<file path="src/rtl/dual_read_register_file.sv">
// Configuration register file: one masked write port, two registered read ports,
// write protection, out-of-range detection and a flat export of the low registers.
module dual_read_register_file #(
  parameter int DATA_WIDTH = 8,
  parameter int REGISTER_FILE_DEPTH = 16,
  parameter int NUM_EXPOSED = 4,
  parameter logic [REGISTER_FILE_DEPTH-1:0] WRITE_PROTECT_MASK = '0,
  localparam int ADDRESS_WIDTH = (REGISTER_FILE_DEPTH > 1) ? $clog2(REGISTER_FILE_DEPTH) : 1
) (
  input  logic                              clk,
  input  logic                              reset,
  input  logic                              write_enable,
  input  logic [ADDRESS_WIDTH-1:0]          write_address,
  input  logic [DATA_WIDTH-1:0]             write_data,
  input  logic [DATA_WIDTH-1:0]             write_mask,
  input  logic                              read_enable_a,
  input  logic [ADDRESS_WIDTH-1:0]          read_address_a,
  output logic [DATA_WIDTH-1:0]             read_data_a,
  output logic                              read_data_valid_a,
  input  logic                              read_enable_b,
  input  logic [ADDRESS_WIDTH-1:0]          read_address_b,
  output logic [DATA_WIDTH-1:0]             read_data_b,
  output logic                              read_data_valid_b,
  output logic                              write_error,
  output logic [NUM_EXPOSED*DATA_WIDTH-1:0] exposed_registers
);

  // Kept in flops rather than RAM: the export needs every low register in parallel.
  logic [DATA_WIDTH-1:0] regs_reg  [REGISTER_FILE_DEPTH];
  logic [DATA_WIDTH-1:0] regs_next [REGISTER_FILE_DEPTH];

  logic [REGISTER_FILE_DEPTH-1:0] write_hit;
  logic                           write_in_range;
  logic                           write_protected;
  logic                           write_legal;

  logic [DATA_WIDTH-1:0] read_value_a;
  logic [DATA_WIDTH-1:0] read_value_b;

  logic [DATA_WIDTH-1:0] read_data_a_reg;
  logic [DATA_WIDTH-1:0] read_data_b_reg;
  logic                  read_data_valid_a_reg;
  logic                  read_data_valid_b_reg;
  logic                  write_error_reg;

  genvar gi;
  generate
    for (gi = 0; gi < REGISTER_FILE_DEPTH; gi++) begin : g_write_decode
      assign write_hit[gi] = (write_address == ADDRESS_WIDTH'(gi));
    end
    for (gi = 0; gi < NUM_EXPOSED; gi++) begin : g_export
      assign exposed_registers[gi*DATA_WIDTH +: DATA_WIDTH] = regs_reg[gi];
    end
  endgenerate

  // An address with no decode hit lies beyond the last register.
  assign write_in_range  = |write_hit;
  assign write_protected = |(write_hit & WRITE_PROTECT_MASK);
  assign write_legal     = write_enable & write_in_range & ~write_protected;

  always_comb begin
    for (int i = 0; i < REGISTER_FILE_DEPTH; i++) begin
      regs_next[i] = regs_reg[i];
      if (write_legal && write_hit[i]) begin
        regs_next[i] = (regs_reg[i] & ~write_mask) | (write_data & write_mask);
      end
    end
  end

  // Reading from the post-write image gives write-first collision behaviour for free.
  always_comb begin
    read_value_a = '0;
    read_value_b = '0;
    for (int i = 0; i < REGISTER_FILE_DEPTH; i++) begin
      if (read_address_a == ADDRESS_WIDTH'(i)) read_value_a = regs_next[i];
      if (read_address_b == ADDRESS_WIDTH'(i)) read_value_b = regs_next[i];
    end
  end

  always_ff @(posedge clk) begin
    if (reset) begin
      for (int i = 0; i < REGISTER_FILE_DEPTH; i++) begin
        regs_reg[i] <= '0;
      end
      read_data_a_reg       <= '0;
      read_data_b_reg       <= '0;
      read_data_valid_a_reg <= 1'b0;
      read_data_valid_b_reg <= 1'b0;
      write_error_reg       <= 1'b0;
    end else begin
      for (int i = 0; i < REGISTER_FILE_DEPTH; i++) begin
        regs_reg[i] <= regs_next[i];
      end
      read_data_valid_a_reg <= read_enable_a;
      read_data_valid_b_reg <= read_enable_b;
      if (read_enable_a) read_data_a_reg <= read_value_a;
      if (read_enable_b) read_data_b_reg <= read_value_b;
      write_error_reg <= write_enable & ~write_legal;
    end
  end

  assign read_data_a       = read_data_a_reg;
  assign read_data_b       = read_data_b_reg;
  assign read_data_valid_a = read_data_valid_a_reg;
  assign read_data_valid_b = read_data_valid_b_reg;
  assign write_error       = write_error_reg;

endmodule
</file>
<file path="config.mk">
export PLATFORM = sky130hd
export DESIGN_NAME = dual_read_register_file
export DESIGN_NICKNAME = d
export VERILOG_FILES = /design/src/rtl/dual_read_register_file.sv
export SDC_FILE = /design/constraint.sdc
export NUM_CORES = 1
export LEC_CHECK = 0
export ABC_CLOCK_PERIOD_IN_PS = 2800
export BUFFER_PORTS_ARGS = -buffer_cell sky130_fd_sc_hd__buf_2
export CELL_PAD_IN_SITES_DETAIL_PLACEMENT = 1
export CELL_PAD_IN_SITES_GLOBAL_PLACEMENT = 1
export CORE_ASPECT_RATIO = 0.75
export CORE_UTILIZATION = 45
export DETAILED_ROUTE_END_ITERATION = 10
export GPL_ROUTABILITY_DRIVEN = 0
export HOLD_SLACK_MARGIN = 0.1
export PLACE_DENSITY_LB_ADDON = 0.3
export SLEW_MARGIN = 25
export SYNTH_ARGS = -nofsm -noshare
export SYNTH_HDL_FRONTEND = slang
export SYNTH_SLANG_ARGS = --single-unit
</file>
<file path="constraint.sdc">
create_clock -name clk -period 2.8 [get_ports clk]
set_clock_uncertainty 0.2 [all_clocks]
set_input_delay 0.56 -clock clk [delete_from_list [all_inputs] [get_ports clk]]
set_output_delay 0.56 -clock clk [all_outputs]
set_load 0.005 [all_outputs]
</file>
======== Word level (Yosys, flattened, before mapping) ========
Memories as Yosys holds them, arrays and structs flattened.
Cells that the tools add are included.
Widths: inputs -> output; s select.
storage, ports and cells
  output and inout port bits .............. 51
  memory bits (writable) .................. 128
  input bits .............................. 33
  word-level logic and storage cells ...... 191
  flip-flop bits (word level) ............. 19
  memories ................................ 1
operators by class
  muxes and demuxes ....................... 67
  bitwise logic cells ..................... 53
  eq/ne operators ......................... 45
  reductions and logical operators ........ 20
memory list
  memory    depth  width  rd ports  clocked after memory_dff  write ports  line  text
  regs_reg  16     8      16        0                         16           29    logic [DATA_WIDTH-1:0] regs_reg [REGISTER_FILE_DEPTH];
operators by type and width
  operator            count
  $mux 8              64
  $and 8x8->8         17
  $or 8x8->8          16
  $eq 4x4->1 const B  24
  $eq 4x3->1 const B  12
  $eq 4x2->1 const B  6
  $logic_and 1x1->1   16
  $or 1x1->1          16
  $reduce_or 16->1    1
  $eq 4x1->1 const B  3
  $logic_not 4->1     3
  $not 8->8           1
  $mux 1              3
  $and 1x1->1         2
  $not 1->1           1

======== Logic depth before layout (Yosys ltp) ========
  depth after elaboration ................. 21
  mapped depth ............................ 10
  gate-level depth less buffers ........... 7

======== Worst setup path after synthesis ========
Ideal clock, no wire load.
  kind .................................... input-to-reg
  from .................................... input port write_address[2]
  to ...................................... register read_data_b_reg[0] (netlist: read_data_b[0])
  setup slack ............................. 173 ps
  library setup time ...................... 137 ps
  path buffers ............................ 1
  arrival time ............................ 2290 ps
  stages .................................. 8
  required time ........................... 2463 ps
  cells stage by stage .................... buf_2 nor3b_4 nand3_1 a32o_1 or4_1 and4_1 a21oi_1 o221ai_1
between the ends
  cells in the longest elaborated chain, start to end .. 21
  elaborated cells on any way between the ends .. 66
  classes of those cells .................. 15 x eq/ne; 32 x mux; 1 x bitwise; 18 x reduce/logical
ends and longest elaborated chain
  what                                line  text
  start, declared                     13    input logic [ADDRESS_WIDTH-1:0] write_address,
  $eq 4x1->1 (tied with other cells)  49    assign write_hit[gi] = (write_address == ADDRESS_WIDTH'(gi));
  $reduce_or 16->1                    57    assign write_in_range = |write_hit;
  $and 1x1->1                         59    assign write_legal = write_enable & write_in_range & ~write_protected;
  $logic_and 1x1->1                   64    if (write_legal && write_hit[i]) begin
  $mux 8                              64
  $mux 8 (15 in series)               76    if (read_address_b == ADDRESS_WIDTH'(i)) read_value_b = regs_next[i];
  $mux 8 *                            76
  end signal, assigned                97    if (read_enable_b) read_data_b_reg <= read_value_b;
  end, declared                       41    logic [DATA_WIDTH-1:0] read_data_b_reg;
Mark *: on every way between the ends. The rest lies on a longest branch, timed or not.
A chain may end at the register's enable or synchronous reset.

======== Worst setup path after layout ========
  from .................................... input port write_address[1]
  to ...................................... register read_data_a_reg[5] (netlist: read_data_a[5])
between the ends
  cells in the longest elaborated chain, start to end .. 21
  elaborated cells on any way between the ends .. 66
  classes of those cells .................. 15 x eq/ne; 32 x mux; 1 x bitwise; 18 x reduce/logical
ends and longest elaborated chain
  what                                line  text
  $eq 4x1->1 (tied with other cells)  49
  $reduce_or 16->1                    57
  $and 1x1->1                         59
  $logic_and 1x1->1                   64
  $mux 8                              64
  $mux 8 (15 in series)               75    if (read_address_a == ADDRESS_WIDTH'(i)) read_value_a = regs_next[i];
  $mux 8 *                            75
  end signal, assigned                96    if (read_enable_a) read_data_a_reg <= read_value_a;
  end, declared                       40    logic [DATA_WIDTH-1:0] read_data_a_reg;
Marked as above.

==> flow_summary.json <==
{
  "cp_slowest_cell": "o21ai_0",
  "synth_fa_ha_area_frac": 0,
  "endpoint_kind": "flop",
  "drv_slew": 0,
  "internal-power_uw": 3800,
  "crit_family": "simple AND/OR/NAND/NOR gates",
  "seqPwrFrac": 0.392,
  "layout_commonest_cell": "buf_4",
  "timing.hold.ws_ns": 0.307,
  "syn_to_final_growth_pct": 27.9,
  "grt_pass1_vias": 11800,
  "via_count": 11600,
  "p_sw_frac": 0.304,
  "grt_pass1_wl_um": 71200,
  "combPwrFrac": 0.180,
  "yosys.cell_types.count": 67,
  "postCtsHoldBufs": 0,
  "reg2reg_from": "regs_reg[0][22]",
  "worst-endpoint-arrival_ns": 2.91,
  "hpwl_um": 34200,
  "fillCellCount": 2520,
  "synth_xor_area_frac": 0.00283,
  "hold_depth": 2,
  "worst_path_largest_cell_delay_ns": 0.39,
  "hold_path_class": "flop to flop",
  "nets": 1445,
  "cap_viol_max_count": 0,
  "status": "completed",
  "power.leakage_uw": 0.00520,
  "core_mm2": 0.0202,
  "routedWlPerCell_um": 28.1,
  "path_depth": 10,
  "r2r-end": "read_data_b[6]",
  "worst_slew_pin_slew_ns": 0.943,
  "hp-start": "read_data_b[5]",
  "reg2reg_depth": 6,
  "criticalPathCategory": "input pin to flop",
  "wl_um": 47300,
  "io_pins": 84,
  "synthMuxAreaShare": 0.148,
  "largest_reg_flops": 128,
  "start_kind": "input pin",
  "crit_top_cell": "buf_4",
  "syn_area_mm2": 0.00927,
  "cts_setup_buffers": 0,
  "overflow": 0,
  "fin_crit_sh": 0.996,
  "clockBufferDepth": 2,
  "synth-async-reset-ratio": 0,
  "portBuffers": 83,
  "place_area_mm2": 0.0113,
  "switching_power_uw": 1650,
  "reg2reg_slack_ns": 0.71,
  "avgSynthCellArea_um2": 7.61,
  "cp_data_required_time_ns": 2.92,
  "path_clk_slew_ns": 0.06,
  "row_count": 45,
  "yosys.area_share.simple": 0.262,
  "fmax_mhz": 359,
  "synth_top_family_by_area": "simple AND/OR/NAND/NOR gates",
  "clkLatencyLatePin_ns": 0.45,
  "start_util": 0.459,
  "path_max_fanout": 8,
  "cts_sinks": 147,
  "setup_viol": 0,
  "layout_common_cells": "218 x buf_4, 213 x nor2_1, 147 x dfxtp_1",
  "synth-compound-area-share": 0.190,
  "antenna_found_initial": 0,
  "ys_seq_area_frac": 0.317,
  "ys.flop_type": "dfxtp_1",
  "htreeDepth": 4,
  "antenna-diode-count": 0,
  "path_buf_inv": 3,
  "vias_per_cell": 6.92,
  "drive_gt1_frac": 0.257,
  "drcViolationCount": 0,
  "slew_headroom": 0.371,
  "drt_iter0_markers": 1634,
  "cp_cell_sequence": "buf_2 -> nor2b_2 -> buf_4 -> buf_4 -> nand3_1 -> mux2_2 -> o21ai_0 -> a32oi_1 -> nor2_1 -> o211ai_1",
  "fin_crit_ns": 2.79,
  "power_density_mw_per_mm2": 460,
  "fin_area_mm2": 0.0119,
  "numCtsBuffers": 17,
  "syn_inst": 1218,
  "hold_viol": 0,
  "die_h_um": 126,
  "rsz0062_at_grt": "no",
  "fp.dieW_um": 168,
  "grt_usage": 0.450,
  "grt_max_degree": 78,
  "ys_ff_latch": 147,
  "first_pass_iters": 5,
  "cts_tree": "done",
  "vdd_drop_max_mv": 0.269,
  "syn-num-nets": 1251,
  "clockPowerShare": 0.427,
  "die_area_mm2": 0.0212,
  "drtAntennaViolNets": 0,
  "yosys_warnings": 0,
  "min_to": "read_data_b[5]",
  "cts-root-buf": "clkbuf_16",
  "synth_edf_count": 0
}
metrics by stage:
stage | std cells | TNS (ns) | power, uW | worst slack [ns] | util
6_report | 1680 | 0 | 5450 | 0.0121 | 0.586
4_1_cts | 1680 | 0 | 5370 | 0.0801 | 0.586
3_5_place_dp | 1651 | -1.59 | 3100 | -0.307 | 0.558
3_3_place_gp | 1651 | -0.706 | 3070 | -0.266 | 0.558
2_1_floorplan | 1218 | 0 | 2630 | 0.173 | -
5_1_grt | 1680 | 0 | 5540 | 0.0691 | 0.586
logic make-up after synthesis:
kind of cell | count (synthesis)
compound gates | 252
other cells | 1
buf+inv | 154
xor+xnor | 3
flops | 147
mux | 136
simple gates | 525
synth_stat cells, drive strengths merged, types with 4 or more instances:
cell | n | share of area
nand2b | 13 | 0.0088
a221oi | 8 | 0.0076
a211o | 5 | 0.0047
clkbuf | 82 | 0.033
o22a | 7 | 0.0066
nor2b | 11 | 0.0074
o21ai | 51 | 0.028
a21o | 4 | 0.0032
o2111ai | 4 | 0.0038
dfxtp | 147 | 0.32
a211oi | 8 | 0.0065
a311oi | 9 | 0.0085
o21a | 7 | 0.0057
buf | 59 | 0.041
inv | 11 | 0.0045
a22oi | 8 | 0.0065
nor3b | 7 | 0.0069
and3 | 7 | 0.0047
o31ai | 6 | 0.0049
o32ai | 4 | 0.0038
o31a | 4 | 0.0038
mux2i | 127 | 0.14
nand2 | 85 | 0.034
nor3 | 25 | 0.013
a31oi | 10 | 0.0067
o221ai | 8 | 0.0076
and2 | 4 | 0.0027
o211ai | 20 | 0.016
a32oi | 10 | 0.0094
o211a | 4 | 0.0043
mux2 | 9 | 0.011
nand4 | 14 | 0.0094
nor2 | 214 | 0.087
nor4 | 9 | 0.0061
nand3b | 10 | 0.0081
a21oi | 36 | 0.019
nand3 | 110 | 0.059
o22ai | 17 | 0.011
power groups by stage:
stage          logic [uW]  registers (uW)  clock network, uW
2_1_floorplan         448            2180                  0
3_3_place_gp          885            2180                  0
3_5_place_dp          910            2180                  0
4_1_cts               926            2140               2310
5_1_grt               998            2140               2410
6_report              984            2140               2330
cell type report:
cell class,instances,area [um^2],share of cell area
inverters,13,48.8,0.00412
multi-input cells,917,5600,0.473
clock inverters,9,109,0.00918
repair buffers,316,2370,0.200
well taps,258,323,0.0272
flip-flops and latches,147,2940,0.248
clock buffers,20,457,0.0385
tightest hold or removal path, stage by stage (launching register included):
cell,delay (ns)
dfxtp_1,0.32
nand2_1,0.06
o211ai_1,0.08
worst max path at each step:
| stage | start | end | slack (ns) |
|---|---|---|---|
| after floorplan | write_address[2] | read_data_b[0] | 0.17 |
| after global placement | write_address[3] | read_data_a[4] | -0.27 |
| after detailed placement | write_address[3] | read_data_a[4] | -0.31 |
| after CTS | write_address[1] | read_data_b[6] | 0.08 |
| after global routing | write_address[1] | read_data_b[4] | 0.07 |
| final | write_address[1] | read_data_a[5] | 0.01 |
metal layers:
layer	global-route usage	part of all wire	routed length (um)
met5	0	0	0
met4	0.284	0.066	3120
met3	0.128	0.13	6190
met2	0.680	0.43	20100
met1	0.568	0.38	17800
repair_timing:
action,CTS,global route
hold endpoints to repair,0,0
endpoints found under the setup margin,0,1
gates resized for setup,0,1
Note: power is estimated with default switching activity, not from simulation.
